File: src/rtl/histo_packet_sender.sv
`default_nettype none
// ============================================================================
// Module      : histo_packet_sender
// Description : Readout sequencer between a histogram read port and a byte
//               stream. Once histo_done is seen in IDLE it walks every bin,
//               reads the 24-bit count one cycle after presenting the
//               address, and emits a packet:
//                   0xAA, 0x55, frame_id, {cnt[23:16], cnt[15:8], cnt[7:0]}
//                   per bin, csum
//               csum is the mod-256 sum of frame_id and every data byte.
// Ports       : clk, rst          - clock, synchronous active-high reset
//               histo_done        - start request (sampled in IDLE only)
//               bin / data        - histogram read address / count (1-cycle
//                                   read latency)
//               tx_data/tx_valid/tx_ready - outgoing byte stream
//               busy, done        - packet in progress / end-of-packet pulse
//               frame_id          - ID of the current or next packet
//               overrun_cnt       - ignored histo_done cycles (saturating)
// Revision    : 1.0 - initial release
// ============================================================================
module histo_packet_sender #(
    parameter int NUM_BINS = 1024,
    parameter int ADDR_W   = 10,
    parameter int DATA_W   = 24
) (
    input  logic              clk,
    input  logic              rst,
    input  logic              histo_done,
    output logic [ADDR_W-1:0] bin,
    input  logic [DATA_W-1:0] data,
    output logic [7:0]        tx_data,
    output logic              tx_valid,
    input  logic              tx_ready,
    output logic              busy,
    output logic              done,
    output logic [7:0]        frame_id,
    output logic [7:0]        overrun_cnt
);

    localparam logic [3:0] c_st_idle  = 4'd0;
    localparam logic [3:0] c_st_hdr0  = 4'd1;
    localparam logic [3:0] c_st_hdr1  = 4'd2;
    localparam logic [3:0] c_st_fid   = 4'd3;
    localparam logic [3:0] c_st_fetch = 4'd4;
    localparam logic [3:0] c_st_latch = 4'd5;
    localparam logic [3:0] c_st_b2    = 4'd6;
    localparam logic [3:0] c_st_b1    = 4'd7;
    localparam logic [3:0] c_st_b0    = 4'd8;
    localparam logic [3:0] c_st_csum  = 4'd9;
    localparam logic [3:0] c_st_done  = 4'd10;

    localparam logic [ADDR_W-1:0] c_last_bin = ADDR_W'(NUM_BINS - 1);

    logic [3:0]        state_q, state_d;
    logic [ADDR_W-1:0] bin_q, bin_d;
    logic [DATA_W-1:0] hold_q, hold_d;
    logic [7:0]        csum_q, csum_d;
    logic [7:0]        tx_data_q, tx_data_d;
    logic              tx_valid_q, tx_valid_d;
    logic              busy_q, busy_d;
    logic              done_q, done_d;
    logic [7:0]        frame_id_q, frame_id_d;
    logic [7:0]        overrun_q, overrun_d;

    logic              w_xfer;
    logic [7:0]        w_cur_byte;

    assign w_xfer = tx_valid_q && tx_ready;

    // ------------------------------------------------------------------
    // State and output registers
    // ------------------------------------------------------------------
    always_ff @(posedge clk) begin
        if (rst) begin
            state_q    <= c_st_idle;
            bin_q      <= '0;
            hold_q     <= '0;
            csum_q     <= '0;
            tx_data_q  <= '0;
            tx_valid_q <= 1'b0;
            busy_q     <= 1'b0;
            done_q     <= 1'b0;
            frame_id_q <= '0;
            overrun_q  <= '0;
        end else begin
            state_q    <= state_d;
            bin_q      <= bin_d;
            hold_q     <= hold_d;
            csum_q     <= csum_d;
            tx_data_q  <= tx_data_d;
            tx_valid_q <= tx_valid_d;
            busy_q     <= busy_d;
            done_q     <= done_d;
            frame_id_q <= frame_id_d;
            overrun_q  <= overrun_d;
        end
    end

    // ------------------------------------------------------------------
    // Next-state logic
    // ------------------------------------------------------------------
    always_comb begin
        state_d = state_q;
        case (state_q)
            c_st_idle:  if (histo_done) state_d = c_st_hdr0;
            c_st_hdr0:  if (w_xfer) state_d = c_st_hdr1;
            c_st_hdr1:  if (w_xfer) state_d = c_st_fid;
            c_st_fid:   if (w_xfer) state_d = c_st_fetch;
            c_st_fetch: state_d = c_st_latch;
            c_st_latch: state_d = c_st_b2;
            c_st_b2:    if (w_xfer) state_d = c_st_b1;
            c_st_b1:    if (w_xfer) state_d = c_st_b0;
            c_st_b0: begin
                if (w_xfer) begin
                    state_d = (bin_q == c_last_bin) ? c_st_csum : c_st_fetch;
                end
            end
            c_st_csum:  if (w_xfer) state_d = c_st_done;
            c_st_done:  state_d = c_st_idle;
            default:    state_d = c_st_idle;
        endcase
    end

    // ------------------------------------------------------------------
    // Datapath and registered-output next values
    // ------------------------------------------------------------------
    always_comb begin
        bin_d      = bin_q;
        hold_d     = hold_q;
        csum_d     = csum_q;
        tx_data_d  = tx_data_q;
        frame_id_d = frame_id_q;
        overrun_d  = overrun_q;

        // Byte currently offered in a checksummed state; summed on transfer.
        case (state_q)
            c_st_fid: w_cur_byte = frame_id_q;
            c_st_b2:  w_cur_byte = hold_q[23:16];
            c_st_b1:  w_cur_byte = hold_q[15:8];
            c_st_b0:  w_cur_byte = hold_q[7:0];
            default:  w_cur_byte = 8'h00;
        endcase

        if (state_q == c_st_idle && state_d == c_st_hdr0) begin
            csum_d = 8'h00;
        end else if (w_xfer) begin
            csum_d = csum_q + w_cur_byte;
        end

        // The read port answers one cycle after the address is registered.
        if (state_q == c_st_latch) begin
            hold_d = data;
        end

        if (state_q == c_st_b0 && state_d == c_st_fetch) begin
            bin_d = bin_q + 1'b1;
        end
        if (state_d == c_st_idle) begin
            bin_d = '0;
        end

        if (state_q == c_st_done) begin
            frame_id_d = frame_id_q + 8'd1;
        end

        if (histo_done && state_q != c_st_idle && overrun_q != 8'hFF) begin
            overrun_d = overrun_q + 8'd1;
        end

        // Outputs are registered, so they are derived from the next state.
        // In a stalled state every source below is unchanged, keeping
        // tx_data stable until the transfer.
        case (state_d)
            c_st_hdr0: tx_data_d = 8'hAA;
            c_st_hdr1: tx_data_d = 8'h55;
            c_st_fid:  tx_data_d = frame_id_q;
            c_st_b2:   tx_data_d = hold_d[23:16];
            c_st_b1:   tx_data_d = hold_q[15:8];
            c_st_b0:   tx_data_d = hold_q[7:0];
            c_st_csum: tx_data_d = csum_d;
            default:   tx_data_d = tx_data_q;
        endcase

        tx_valid_d = (state_d == c_st_hdr0) || (state_d == c_st_hdr1) ||
                     (state_d == c_st_fid)  || (state_d == c_st_b2)   ||
                     (state_d == c_st_b1)   || (state_d == c_st_b0)   ||
                     (state_d == c_st_csum);
        busy_d     = (state_d != c_st_idle);
        done_d     = (state_d == c_st_done);
    end

    assign bin         = bin_q;
    assign tx_data     = tx_data_q;
    assign tx_valid    = tx_valid_q;
    assign busy        = busy_q;
    assign done        = done_q;
    assign frame_id    = frame_id_q;
    assign overrun_cnt = overrun_q;

endmodule
`default_nettype wire

File: config.mk
export PLATFORM = sky130hd
export DESIGN_NAME = histo_packet_sender
export DESIGN_NICKNAME = d
export VERILOG_FILES = /design/src/rtl/histo_packet_sender.sv
export SDC_FILE = /design/constraint.sdc
export NUM_CORES = 1
export LEC_CHECK = 0
export CAP_MARGIN = 20
export CORE_MARGIN = 1.5
export CORE_UTILIZATION = 29
export DETAILED_ROUTE_END_ITERATION = 10
export PLACE_DENSITY_LB_ADDON = 0.08
export SLEW_MARGIN = 20
export SYNTH_ARGS = -nofsm -noshare
export SYNTH_HDL_FRONTEND = slang
export SYNTH_SLANG_ARGS = --single-unit
File: constraint.sdc
create_clock -name clk -period 3.5 [get_ports clk]
set_input_delay 0.875 -clock clk [delete_from_list [all_inputs] [get_ports clk]]
set_output_delay 0.875 -clock clk [all_outputs]
set_load 0.01 [all_outputs]
==> results of run 1 <==
layer usage:
| metal | up-vias | routed length, um |
|---|---|---|
| met5 | - | 0 |
| met4 | 0 | 242 |
| met3 | 17 | 495 |
| met2 | 103 | 4940 |
| met1 | 1664 | 5897 |
| li1 | 1778 | - |
critical path, stage by stage, from the launching register on:
cell and delay, ns:
dfxtp_1 0.60, nand2_1 0.13, nor2_1 0.19, a22oi_1 0.13
o22ai_1 0.23, ha_1 0.22, inv_1 0.06, fa_1 0.41
nor2b_1 0.13, o21a_1 0.14, o21a_1 0.18, o31ai_1 0.11
a222oi_1 0.32, a31oi_1 0.14
how the worst min path moves through the flow:
stage	end	from	slack, ns
global placement	tx_data[5]	tx_data[5]	0.47
global route	hold_q[6]	hold_q[6]	0.51
CTS	tx_data[5]	tx_data[5]	0.48
finish	tx_data[5]	tx_data[5]	0.48
floorplan	hold_q[2]	hold_q[2]	0.44
detailed placement	tx_data[5]	tx_data[5]	0.47
metrics by stage:
stage / setup WS, ns / power [mW] / cells / cell area (um2) / util
2_1_floorplan: 0.4484 / 0.9688 / 450 / 3856 / -
3_3_place_gp: 0.2230 / 1.070 / 685 / 4773 / 0.3737
3_5_place_dp: 0.3000 / 1.070 / 685 / 4773 / 0.3737
4_1_cts: 0.4500 / 2.007 / 701 / 5071 / 0.3970
5_1_grt: 0.2292 / 2.056 / 701 / 5071 / 0.3970
6_report: 0.3909 / 1.982 / 701 / 5071 / 0.3970
cells by family after synthesis:
logic type / after synthesis / share of synthesized area
multiplexers: 21 / 0.05483
buffers and inverters: 33 / 0.03634
AND/OR/NAND/NOR: 189 / 0.2424
adder cells (fa/ha/maj): 11 / 0.03764
XOR/XNOR: 26 / 0.05905
flip-flops: 73 / 0.3790
AO/OA/AOI/OAI: 97 / 0.1908
power by group through the flow:
stage / logic, mW / registers [mW] / clock network (mW)
finish: 0.192 / 0.859 / 0.931
global route: 0.207 / 0.861 / 0.988
CTS: 0.194 / 0.859 / 0.955
detailed placement: 0.193 / 0.877 / 0
global placement: 0.193 / 0.878 / 0
floorplan: 0.0903 / 0.878 / 0
cell type report:
cell class / instances / area, um2 / share of cell area
Clock buffer: 11 / 242.7 / 0.04787
Clock inverter: 5 / 55.05 / 0.01086
Inverter: 9 / 33.78 / 0.006662
Multi-Input combinational cell: 344 / 2255 / 0.4446
Sequential cell: 73 / 1461 / 0.2882
Tap cell: 172 / 215.2 / 0.04244
Timing Repair Buffer: 87 / 808.3 / 0.1594
flip-flops by register name, summed over array words and instances, names as in the netlist:
| signal | cells |
|---|---|
| bin | 10 |
| done | 1 |
| frame_id | 8 |
| tx_valid | 1 |
| tx_data | 8 |
| hold_q | 24 |
| overrun_cnt | 8 |
| busy | 1 |
| state_q | 4 |
| csum_q | 8 |
layout by cell type (no fill, tap or decap), types with 6 or more instances in the layout:
cell type | netlist | final
a21oi_1 | 26 | 26
and2_1 | 6 | 6
buf_4 | 0 | 23
clkbuf_16 | 0 | 9
clkdlybuf4s50_1 | 0 | 63
dfxtp_1 | 73 | 73
ha_1 | 10 | 10
inv_1 | 9 | 9
mux2i_1 | 20 | 20
nand2_1 | 49 | 49
nand3_1 | 21 | 21
nand4_1 | 8 | 8
nor2_1 | 55 | 55
nor2b_1 | 7 | 7
nor3_1 | 10 | 10
o31ai_1 | 6 | 6
xnor2_1 | 12 | 12
xor2_1 | 14 | 14
==> key figures, run 1 <==
Floorplanning
  – Core ar.: 0.01277 mm2
  – Starting Density: 0.3019
  – I/O pins: 65
  – Die area: 0.01400 mm2
  – Row cnt: 41
  – DIE HEIGHT: 118.3 um
  – Die X: 118.3 um

Timing
  – Unrepaired setup endpoints after global routing: no
  – WHS: 0.4842 ns
  – Fin. max-slew vios: 0
  – Worst Skew: 0.006374 ns
  – Max transition margin: 0.3561
  – Final setup viols: 0
  – Period utilisation layout: 0.8883
  – Worst slew pin tran: 0.9584 ns
  – Crit path time final: 3.109 ns
  – Final Hold Viols: 0
  – Final TNS setup: 0 ns
  – FMAX: 321.6 MHz

Setup path
  – Kind of critical path: flip-flop to flip-flop
  – CP Capture Point: tx_data[4]
  – Startpoint types: flip-flop
  – Crit path launch: state_q[1]
  – R2r setup slk: 0.39 ns
  – Crit path arrival time: 3.31 ns
  – Worst EP required: 3.70 ns
  – Critical Path End Type: flip-flop
  – Reg2reg path depth: 13
  – Crit path max fanout: 15
  – Reg2reg end: tx_data[4]
  – Origin of the critical flop-to-flop path: state_q[1]

Power
  – P per Cell Area: 390.9 mW/mm2
  – Flop pwr share: 0.433
  – Switching Share: 0.2393
  – Comb pwr share: 0.097
  – Net Sw Power: 0.4743 mW
  – Clock power share: 0.470
  – LEAKAGE: 1.753 nW
  – Worst-case vdd ir drop: 193.4 uV
  – P_int: 1.508 mW

Global route
  – GRT Residual Overflow: 0
  – GRT Total Usage: 0.1704
  – Met3 Use GR: 0.02847
  – Met2 GRT Util: 0.2515
  – First-pass GRT wire length: 18.58 mm
  – GR peak layer: met2
  – Vias in the first global route: 3343
  – Largest net degree at the start of global routing: 24
  – Initial antenna violation count: 0
  – Met1 usage: 0.2434

Drt
  – DRC: 0
  – DR vias/cell: 5.081
  – ANT nets after route: 0
  – DR vias: 3562
  – Initial drt markers: 324
  – Detailed Route WL: 11.58 mm
  – Average wire per standard cell: 16.51 um
  – Detailed Routing Iterations Pass 1: 5

Clock tree
  – Worst-case clock buffer depth: 2
  – Hold Buf Count CTS: 0
  – Post-CTS Setup Bufs: 0
  – Total CTS buffers: 9
  – Clk slew on worst S/H paths: 0.06 ns
  – TritonCTS clock tree: done
  – Worst-Skew Late Latency: 0.34 ns
  – CTS root buf: clkbuf_16
  – Clk sinks: 73
  – H-tree Lvls: 3
  – Post_cts resized: 0

Logic synthesis
  – Distinct cells, synth: 67
  – Mapped Nets: 489
  – Top cells by count, synth: 73 x dfxtp_1, 55 x nor2_1, 49 x nand2_1, 26 x a21oi_1, 21 x nand3_1
  – Synth area leader: dfxtp_1
  – Top-count cell post-synth: dfxtp_1
  – FFs w/ async S/R, synth: 0
  – Yosys reg bits: 73
  – Syn Inst Count: 450
  – Synth top area share: 0.3790
  – Yosys warning total: 0
  – Area of the mapped netlist: 0.003856 mm2
  – Seq/Total Area, Yosys: 0.3790
  – Synthesized area per cell: 8.569 um2
  – Top post-synthesis cells by area: dfxtp_1 38%, nor2_1 5.4%, mux2i_1 5.2%
  – Number of synthesized flops with an enable pin: 0
  – Ys flop type: dfxtp_1

Worst hold path
  – Hold Crit Class: flip-flop to flip-flop
  – Hold Crit Depth: 2

Outcome
  – Status: finished, final reports clean

Placed design
  – Port Buffers: 64
  – Routability cong.: 0.8414
  – DP HPWL: 8.831 mm

Final layout
  – Final nets: 563
  – Share of cells above drive strength 1: 0.1021
  – N_diodes: 0
  – Synth-to-layout area growth: 31.51%
  – Filler cells: 1307

Job
  – Maxcap violations: 0
Note: power is estimated with default switching activity, not from simulation.
==> run 2: changes to the inputs <==
Settings changed: SKIP_LAST_GASP from default to 1.
==> results of run 2 <==
No change in the layout: final DEF, timing and power equal those of run 1.
==> run 3: changes to the inputs <==
Settings changed: CORE_UTILIZATION 29 to 31.
==> run 3 against run 2 <==
Register-to-register slack worse by 0.03 ns. Clock skew about the same. Maximum frequency fell by 0.86%. Combinational power down 7%. First-iteration DRC count fell by 21%. Die area down 6.3%. Global-route usage up 1.1 points. Largest power group unchanged. Hold slack worse by 0.0078 ns. Count of clock-buffer cells in the layout did not move.
==> key figures, run 3 (synthesis gave the netlist of run 1 again) <==
Power
  – LEAKAGE: 1.753 nW (about the same)
  – P per Cell Area: 406.1 mW/mm2 (was 390.9 mW/mm2)
  – Worst-case vdd ir drop: 222.7 uV (was 193.4 uV)

Setup path
  – R2r setup slk: 0.36 ns (was 0.39 ns)
  – Origin of the critical flop-to-flop path: state_q[3] (was state_q[1])
  – Kind of critical path: flip-flop to flip-flop (unchanged)
  – Slowest CP cell: dfxtp_1 (unchanged)
  – Crit path max fanout: 15 (unchanged)
  – Worst path top cell family by delay: compound AO/OA/AOI/OAI gates (unchanged)
  – Largest stage delay, worst path: 0.62 ns (was 0.60 ns)
  – Most frequent CP cell: o21a_1 (unchanged)
  – Reg2reg end: tx_data[6] (was tx_data[4])
  – Reg2reg path depth: 12 (was 13)
  – Buf+Inv Stages, Crit Path: 1 (unchanged)
  – Crit path arrival time: 3.32 ns (was 3.31 ns)
  – Startpoint types: flip-flop (unchanged)
  – Crit-path cells: and2_1 > a22oi_1 > o22ai_1 > ha_1 > inv_1 > fa_1 > nor2b_1 > o21a_1 > o21a_1 > nor4_1 > o31ai_1 > a41oi_1 (was nand2_1 > nor2_1 > a22oi_1 > o22ai_1 > ha_1 > inv_1 > fa_1 > nor2b_1 > o21a_1 > o21a_1 > o31ai_1 > a222oi_1 > a31oi_1)
  – Worst EP required: 3.68 ns (was 3.70 ns)
  – Critical Path End Type: flip-flop (unchanged)

Global route
  – First-pass GRT wire length: 18.30 mm (was 18.58 mm)
  – GRT Residual Overflow: 0 (unchanged)
  – Initial antenna violation count: 0 (unchanged)
  – Largest net degree at the start of global routing: 36 (was 24)
  – Vias in the first global route: 3339 (was 3343)
  – GRT Total Usage: 0.1815 (was 0.1704)

Timing
  – Max transition margin: 0.3731 (was 0.3561)
  – Worst Skew: 0.006766 ns (was 0.006374 ns)
  – Worst slew pin tran: 0.9336 ns (was 0.9584 ns)
  – Unrepaired setup endpoints after global routing: no (unchanged)
  – Final Hold Viols: 0 (unchanged)
  – Period utilisation layout: 0.8961 (was 0.8883)
  – Crit path time final: 3.136 ns (was 3.109 ns)
  – FMAX: 318.9 MHz (was 321.6 MHz)
  – Fin. max-slew vios: 0 (unchanged)
  – Final setup viols: 0 (unchanged)
  – Final TNS setup: 0 ns (unchanged)
  – Worst setup margin: 0.3638 ns (was 0.3909 ns)

Final layout
  – Final nets: 559 (was 563)
  – Most common cell after layout, fill and taps aside: dfxtp_1 (unchanged)
  – Filler cells: 1240 (was 1307)
  – N_diodes: 0 (unchanged)
  – Synth-to-layout area growth: 31.44% (was 31.51%)
  – Most frequent cells in the layout: 73 x dfxtp_1, 63 x clkdlybuf4s50_1, 55 x nor2_1 (unchanged)
  – Top reg by flops: hold_q (unchanged)
  – Max FFs per register: 24 (unchanged)
  – Share of cells above drive strength 1: 0.09714 (was 0.1021)

Drt
  – Detailed Route WL: 11.24 mm (was 11.58 mm)
  – DRC: 0 (unchanged)
  – ANT nets after route: 0 (unchanged)
  – DR vias: 3509 (was 3562)
  – Initial drt markers: 255 (was 324)
  – Detailed Routing Iterations Pass 1: 5 (unchanged)
  – Average wire per standard cell: 16.21 um (was 16.51 um)
  – DR vias/cell: 5.063 (was 5.081)

Worst hold path
  – Endpoint, Worst Hold: hold_q[2] (was tx_data[5])
  – Min-delay src: hold_q[2] (was tx_data[5])
  – Hold Crit Class: flip-flop to flip-flop (unchanged)
  – Hold Crit Depth: 2 (unchanged)

Job
  – Maxcap violations: 0 (unchanged)

Clock tree
  – Worst-Skew Late Latency: 0.35 ns (was 0.34 ns)
  – H-tree Lvls: 3 (unchanged)
  – Hold Buf Count CTS: 0 (unchanged)
  – Worst-case clock buffer depth: 2 (unchanged)
  – TritonCTS clock tree: done (unchanged)
  – CTS root buf: clkbuf_16 (unchanged)
  – Post-CTS Setup Bufs: 0 (unchanged)
  – Post_cts resized: 0 (unchanged)
  – Total CTS buffers: 9 (unchanged)
  – Clk slew on worst S/H paths: 0.06 ns (about the same)
  – Clk sinks: 73 (unchanged)

Floorplanning
  – Row cnt: 40 (was 41)
  – Starting Density: 0.3197 (was 0.3019)
  – Die X: 114.5 um (was 118.3 um)
  – I/O pins: 65 (unchanged)
  – Die area: 0.01312 mm2 (was 0.01400 mm2)
  – Core ar.: 0.01206 mm2 (was 0.01277 mm2)
  – DIE HEIGHT: 114.5 um (was 118.3 um)

Placed design
  – Port Buffers: 64 (unchanged)
  – Routability cong.: 0.8115 (was 0.8414)
  – Pre-CTS worst setup slack: 0.1958 ns (was 0.3000 ns)
  – DP HPWL: 8.327 mm (was 8.831 mm)

Outcome
  – Status: finished, final reports clean (unchanged)
==> run 3: per-layer routing <==
layer	GRT usage	share of wire	vias up
met1	0.2585	0.51	1652
li1	-	-	1773
met5	0	0	-
met4	0.04250	0.0079	0
met3	0.05029	0.047	6
met2	0.2707	0.43	78
==> run 3: final cells by class <==
| class | count | area [um2] | share of cell area |
|---|---|---|---|
| clock inverter | 5 | 77.57 | 0.01530 |
| timing repair buffer | 83 | 778.2 | 0.1535 |
| multi-input combinational | 344 | 2255 | 0.4448 |
| clock buffer | 11 | 252.7 | 0.04986 |
| tap | 168 | 210.2 | 0.04147 |
| sequential | 73 | 1461 | 0.2883 |
| inverter | 9 | 33.78 | 0.006665 |
==> run 3: worst max path at each step <==
stage / endpoint / start / cells past startpoint
CTS: tx_data[4] / state_q[3] / 10
global route: tx_data[4] / state_q[3] / 10
floorplan: tx_data[4] / state_q[0] / 15
detailed placement: bin[7] / tx_ready / 7
finish: tx_data[6] / state_q[3] / 12
global placement: tx_data[1] / tx_ready / 7
==> run 3: worst register-to-register path, delay by kind of cell (launching register included) <==
| family | cells | cell delay, ns |
|---|---|---|
| and+or+nand+nor | 3 | 0.53 |
| adders and majority gates | 2 | 0.61 |
| AOI/OAI and AO/OA | 6 | 1.15 |
| DFF | 1 | 0.62 |
| buffers and inverters | 1 | 0.06 |
==> run 3: power by group <==
part,internal [mW],total [mW],switching [mW]
clock,0.660,1.02,0.359
combinational,0.0870,0.179,0.0922
sequential,0.846,0.860,0.0142
total,1.59,2.06,0.466
==> run 3: stage by stage <==
step / util / hold WS (ns) / total power [mW] / cells / cell area, um2
floorplan: - / 0.4444 / 0.9688 / 450 / 3856
global placement: 0.3928 / 0.4682 / 1.058 / 677 / 4738
detailed placement: 0.3928 / 0.4691 / 1.058 / 677 / 4738
CTS: 0.4202 / 0.4779 / 2.090 / 693 / 5069
global route: 0.4202 / 0.4899 / 2.138 / 693 / 5069
finish: 0.4202 / 0.4764 / 2.058 / 693 / 5069
